--- src/rtl/prover_compute_v_sched_pkg.sv ---
// Shared types and helpers for the compute_v round scheduler.
package prover_compute_v_pkg;

  // Scheduler states.
  typedef enum logic [1:0] {
    ST_IDLE  = 2'd0,
    ST_ISSUE = 2'd1,
    ST_WAIT  = 2'd2,
    ST_FIN   = 2'd3
  } sched_state_e;

  // Round-index width: enough bits for n rounds, never less than one.
  function automatic int rw_of(input int n);
    int w;
    w = $clog2(n);
    if (w < 1) begin
      return 1;
    end else begin
      return w;
    end
  endfunction

endpackage

--- src/rtl/prover_compute_v_sched_collect.sv ---
// Per-lane sticky completion collector.
// Each unit's pulse sets its own bit; a lane is done when every bit of it is set.
// Also reports whether any pulse is present and whether any pulse hits a bit
// that was already collected this round.
module prover_compute_v_sched_collect #(
  parameter int ninputs   = 8,
  parameter int nParallel = 4
) (
  input  logic                 clk,
  input  logic                 rst,
  input  logic                 coll_en,
  input  logic                 coll_clr,
  input  logic [nParallel-1:0] en_in [ninputs-1:0],
  output logic [nParallel-1:0] lane_done,
  output logic                 dup_hit,
  output logic                 any_pulse
);

  logic [nParallel-1:0][ninputs-1:0] coll_q;
  logic [nParallel-1:0][ninputs-1:0] coll_d;

  // Next collect state: clear wins over merge, so a pulse in the clear cycle is dropped.
  always_comb begin
    coll_d    = coll_q;
    dup_hit   = 1'b0;
    any_pulse = 1'b0;
    for (int p = 0; p < nParallel; p++) begin
      for (int i = 0; i < ninputs; i++) begin
        any_pulse = any_pulse | en_in[i][p];
        dup_hit   = dup_hit | (en_in[i][p] & coll_q[p][i]);
        if (coll_clr) begin
          coll_d[p][i] = 1'b0;
        end else if (coll_en) begin
          coll_d[p][i] = coll_q[p][i] | en_in[i][p];
        end else begin
          coll_d[p][i] = coll_q[p][i];
        end
      end
    end
  end

  // A lane is complete once all of its units have reported.
  always_comb begin
    lane_done = '0;
    for (int p = 0; p < nParallel; p++) begin
      lane_done[p] = &coll_q[p];
    end
  end

  // Collect register.
  always_ff @(posedge clk or posedge rst) begin
    if (rst) begin
      coll_q <= '0;
    end else begin
      coll_q <= coll_d;
    end
  end

endmodule

--- src/rtl/prover_compute_v_sched.sv ---
// Round scheduler for the prover compute_v stage.
// Launches a round on all lanes, waits for every unit to report and for the
// downstream consumer to be ready, then retires the round; repeats nRounds times.
module prover_compute_v_sched
  import prover_compute_v_pkg::*;
#(
  parameter int ninputs   = 8,
  parameter int nParallel = 4,
  parameter int nRounds   = 16,
  localparam int RW       = rw_of(nRounds)
) (
  input  logic                 clk,
  input  logic                 rst,
  input  logic                 start,
  input  logic                 ds_ready,
  input  logic [nParallel-1:0] en_in [ninputs-1:0],
  output logic [nParallel-1:0] go_out,
  output logic [nParallel-1:0] lane_done,
  output logic                 round_done,
  output logic [RW-1:0]        round_idx,
  output logic                 busy,
  output logic                 done,
  output logic                 err
);

  sched_state_e state_q, state_d;
  logic [RW-1:0] round_idx_q, round_idx_d;
  logic          err_q, err_d;

  logic coll_en;
  logic adv;
  logic last_round;
  logic start_acc;
  logic dup_hit;
  logic any_pulse;
  logic err_event;

  assign coll_en    = (state_q == ST_ISSUE) || (state_q == ST_WAIT);
  assign adv        = (state_q == ST_WAIT) && (&lane_done) && ds_ready;
  assign last_round = (round_idx_q == RW'(nRounds - 1));
  assign start_acc  = (state_q == ST_IDLE) && start;

  prover_compute_v_sched_collect #(
    .ninputs  (ninputs),
    .nParallel(nParallel)
  ) u_collect (
    .clk      (clk),
    .rst      (rst),
    .coll_en  (coll_en),
    .coll_clr (adv),
    .en_in    (en_in),
    .lane_done(lane_done),
    .dup_hit  (dup_hit),
    .any_pulse(any_pulse)
  );

  // Protocol errors: repeated pulse, pulse outside a round, or pulse in the retire cycle.
  assign err_event = (coll_en & dup_hit) | (~coll_en & any_pulse) | (adv & any_pulse);

  // Next-state, round counter and sticky error.
  always_comb begin
    state_d     = state_q;
    round_idx_d = round_idx_q;
    err_d       = err_q;
    case (state_q)
      ST_IDLE: begin
        if (start) begin
          state_d     = ST_ISSUE;
          round_idx_d = '0;
        end else begin
          state_d = ST_IDLE;
        end
      end
      ST_ISSUE: begin
        state_d = ST_WAIT;
      end
      ST_WAIT: begin
        if (adv && last_round) begin
          state_d = ST_FIN;
        end else if (adv) begin
          state_d     = ST_ISSUE;
          round_idx_d = round_idx_q + RW'(1);
        end else begin
          state_d = ST_WAIT;
        end
      end
      ST_FIN: begin
        state_d = ST_IDLE;
      end
      default: begin
        state_d = ST_IDLE;
      end
    endcase
    // An accepted start wipes history; an error in that same cycle still counts.
    if (start_acc) begin
      err_d = err_event;
    end else begin
      err_d = err_q | err_event;
    end
  end

  // State, round index and error registers.
  always_ff @(posedge clk or posedge rst) begin
    if (rst) begin
      state_q     <= ST_IDLE;
      round_idx_q <= '0;
      err_q       <= 1'b0;
    end else begin
      state_q     <= state_d;
      round_idx_q <= round_idx_d;
      err_q       <= err_d;
    end
  end

  assign go_out     = {nParallel{state_q == ST_ISSUE}};
  assign round_done = adv;
  assign round_idx  = round_idx_q;
  assign busy       = (state_q != ST_IDLE);
  assign done       = (state_q == ST_FIN);
  assign err        = err_q;

endmodule

--- config.mk ---
export PLATFORM = sky130hd
export DESIGN_NAME = prover_compute_v_sched
export DESIGN_NICKNAME = d
export VERILOG_FILES = /design/src/rtl/prover_compute_v_sched_pkg.sv /design/src/rtl/prover_compute_v_sched_collect.sv /design/src/rtl/prover_compute_v_sched.sv
export SDC_FILE = /design/constraint.sdc
export NUM_CORES = 1
export LEC_CHECK = 0
export CORE_MARGIN = 10
export CORE_UTILIZATION = 43
export DETAILED_ROUTE_END_ITERATION = 6
export HOLD_SLACK_MARGIN = 0.12
export PLACE_DENSITY = 0.76
export SYNTH_ARGS = -nofsm -noshare
export SYNTH_HDL_FRONTEND = slang
export SYNTH_HIERARCHICAL = 1
export SYNTH_SLANG_ARGS = --single-unit
--- constraint.sdc ---
create_clock -name clk -period 1.65 [get_ports clk]
set_clock_uncertainty 0.05 [all_clocks]
set_input_delay 0.495 -clock clk [delete_from_list [all_inputs] [get_ports clk]]
set_output_delay 0.495 -clock clk [all_outputs]
set_load 0.005 [all_outputs]
==> run_results.csv <==
group,metric,value,unit
run_status,status,"finished with violations",
run_status,violations,"setup timing",
clocking,numCtsBuffers,5,
critical_path,crit_slowest_cell,"dfrtp_1",
timing,fin_tns_setup,-13.38,ns
yosys,syn_inst,196,
placed_design,place_ws,-0.764,ns
clocking,cts_tree,"built",
final_layout,n_antenna_cell,0,
yosys,synth-main-ff-cell,"dfrtp_1",
yosys,yosysTopAreaCellShare,0.521,
yosys,synth_area_leader_cell,"dfrtp_1",
floorplan,start_util,0.455,
floorplan,die_h,86.0,um
route,drc,0,
critical_path,crit_chain,"nand4_1 -> nor2_2 -> nand4_1 -> or2_4 -> inv_4 -> buf_6",
yosys,synth_area_leaders,"dfrtp_1, a21oi_1, nor2_1, a22oi_1, nand4_1",
route,drtIter0Drc,266,
route,final_antenna_net_count,0,
route,dr_wl_met3,923,um
clocking,clk_path_buf_depth,2,
route,routed_via_density,6.21,
critical_path,crit_family,"simple AND/OR/NAND/NOR gates",
yosys,synth_seq_cells,39,
grt,grt_pass1_vias,2437,
critical_path,critPathMaxStageDelay,0.38,ns
critical_path,worstSetupStartpointType,"flip-flop",
critical_path,crit_path_frequent_cell,"nand4_1",
pwr,power.leakage,1.51,nW
critical_path,path_class,"reg2out",
yosys,synth_sequential_area_ratio,0.521,
floorplan,row_count,23,
route,wirelength,8480,um
floorplan,pin_count,52,
critical_path,cp_max_fo,2,
placed_design,dp_hpwl,4890,um
pwr,power.density,1160,nW/um^2
clocking,clk_pin_slew,0.08,ns
run,max-cap-violations,0,
route,num_vias,2355,
critical_path,cp.arrival,1.68,ns
yosys,synth-async-reset-ratio,1.00,
placed_design,gp_congestion,0.901,
floorplan,dieArea,7390,um^2
grt,grt_pass1_wl,12100,um
route,wire_per_inst,22.4,um
grt,grt_use_total,0.204,
yosys,yosysMostFrequentCell,"dfrtp_1",
timing,fmax,0.449,GHz
yosys,syn-mean-instance-area,9.55,um^2
timing,timing.final.crit_share,1.35,
timing,final_max_slew_viol_count,0,
yosys,synthTopCellsByCount,"dfrtp_1, nor2_1, a21oi_1, nand4_1, a22oi_1",
floorplan,core,4120,um^2
route,drt_pre_antenna_iters,5,
grt,grt_antenna_before_repair,0,
yosys,synth_warnings,6,
pwr,vdd_drop_max,0.671,mV
critical_path,crit_buf_inv,2,
clocking,htreeDepth,2,
yosys,synth_cell_types,28,
final_layout,nets,372,
timing,hold_viol,0,
critical_path,required,1.10,ns
yosys,synth-edff-count,0,
clocking,insertion_delay,0.29,ns
critical_path,crit_path_end_kind,"output pin",
grt,grt_start_max_net_pins,33,
timing,relSlewSlack,0.796,
worst_hold_path,hold_class,"in2async",
route,highest_layer,"met4",
timing,min_period,2.23,ns
clocking,clock_sinks,39,
yosys,syn-num-nets,238,
final_layout,drive_gt1_frac,0.486,
final_layout,area_growth,86.9,%
final_layout,fill_cells,219,
timing,setup_violations,49,
grt,overflow,0,
route,wl_met2,4270,um
timing,rsz0062_at_grt,"yes",
clocking,cts_root_buffer,"clkbuf_8",
timing,timing.final.ws_setup,-0.575,ns
timing,worst_pin_slew,0.306,ns
floorplan,die_x,86.0,um
yosys,syn_area,1870,um^2
route,met1Wirelength,2860,um
placed_design,io_buffers,51,
==> where the power goes <==
part           switching (mW)  total (mW)  leakage [nW]  internal (mW)
logic                    1.09        2.27          1.09           1.17
registers              0.0887        1.17         0.383           1.09
clock network           0.320       0.602        0.0371          0.282
total                    1.50        4.05          1.51           2.54
==> worst register-to-register path, stage by stage (launching register included) <==
cell	delay [ns]
dfrtp_1	0.38
nand4_1	0.12
nor2_2	0.19
nand4_1	0.22
or2_4	0.32
inv_4	0.07
buf_4	0.10
buf_6	0.13
buf_12	0.13
a41o_1	0.15
a21oi_1	0.06
==> kinds of logic after synthesis <==
| logic type | share of synthesized area |
|---|---|
| AND/OR/NAND/NOR | 0.195 |
| flip-flops | 0.521 |
| buffers and inverters | 0.0401 |
| multiplexers | 0.0120 |
| AO/OA/AOI/OAI | 0.191 |
| adder cells (fa/ha/maj) | 0.0401 |
==> flip-flops by register name, indices dropped and copies added, names as in the netlist <==
signal and count:
u_collect/coll_q 32, round_idx 4, state_q 2, err 1
==> metrics by stage <==
stage               cell area [um^2]   util  power (mW)  instances  hold WS (ns)
CTS                             3320  0.807        3.76        368         0.432
global route                    3500  0.850        4.24        379         0.436
global placement                2880  0.701        2.76        345         0.462
floorplan                       1910      -        1.87        196         0.248
finish                          3500  0.850        4.05        379         0.424
detailed placement              2880  0.701        2.81        345         0.454
==> routing by layer <==
layer	up-vias	global-route usage
met5	-	0
met4	0	0.105
met3	46	0.0757
met2	186	0.352
met1	1130	0.212
li1	993	-
==> path summary, 6_finish.rpt <==
path	end	startpoint	cells after the start	slack, ns
max in group asynchronous	u_collect/coll_q[6]$_DFFE_PP0P_	rst	3	0.84
hold / removal	round_idx[0]$_DFFE_PP0P_	rst	2	0.42
hold reg to reg	err$_DFF_PP0_	err$_DFF_PP0_	1	0.48
setup / recovery	round_done	u_collect/coll_q[28]$_DFFE_PP0P_	6	-0.58
setup reg to reg	round_idx[2]$_DFFE_PP0P_	u_collect/coll_q[28]$_DFFE_PP0P_	10	-0.37
min in group clk	err$_DFF_PP0_	err$_DFF_PP0_	1	0.48
==> placed cells by master (no fill, tap or decap), types with 2 or more instances in the layout <==
cell type / n
a21oi_1: 33
a22oi_2: 15
buf_12: 3
buf_16: 2
buf_4: 66
buf_6: 23
clkbuf_2: 2
clkbuf_8: 5
clkdlybuf4s50_1: 3
dfrtp_1: 39
dlygate4sd2_1: 34
ha_1: 2
ha_4: 3
inv_1: 4
inv_2: 2
mux2_4: 2
nand2_1: 3
nand4_1: 16
nor2_1: 17
nor2_2: 20
nor3_4: 2
nor4_1: 3
nor4_2: 2
nor4_4: 4
o21ai_1: 2
==> final cells by class <==
type	count	area [um^2]	share of cell area
repair buffers	136	1260	0.359
multi-input cells	140	1090	0.312
flip-flops and latches	39	976	0.279
clock buffers	6	72.6	0.0207
well taps	50	62.6	0.0179
inverters	8	37.5	0.0107
==> what timing repair did <==
item,4_1_cts,5_1_grt
endpoints found under the hold margin,0,0
resized for setup,138,40
pin swaps,26,22
gates cloned,3,1
hold buffers,0,0
buffers inserted,25,16
setup endpoints to repair,55,52
Note: power is estimated with default switching activity, not from simulation.
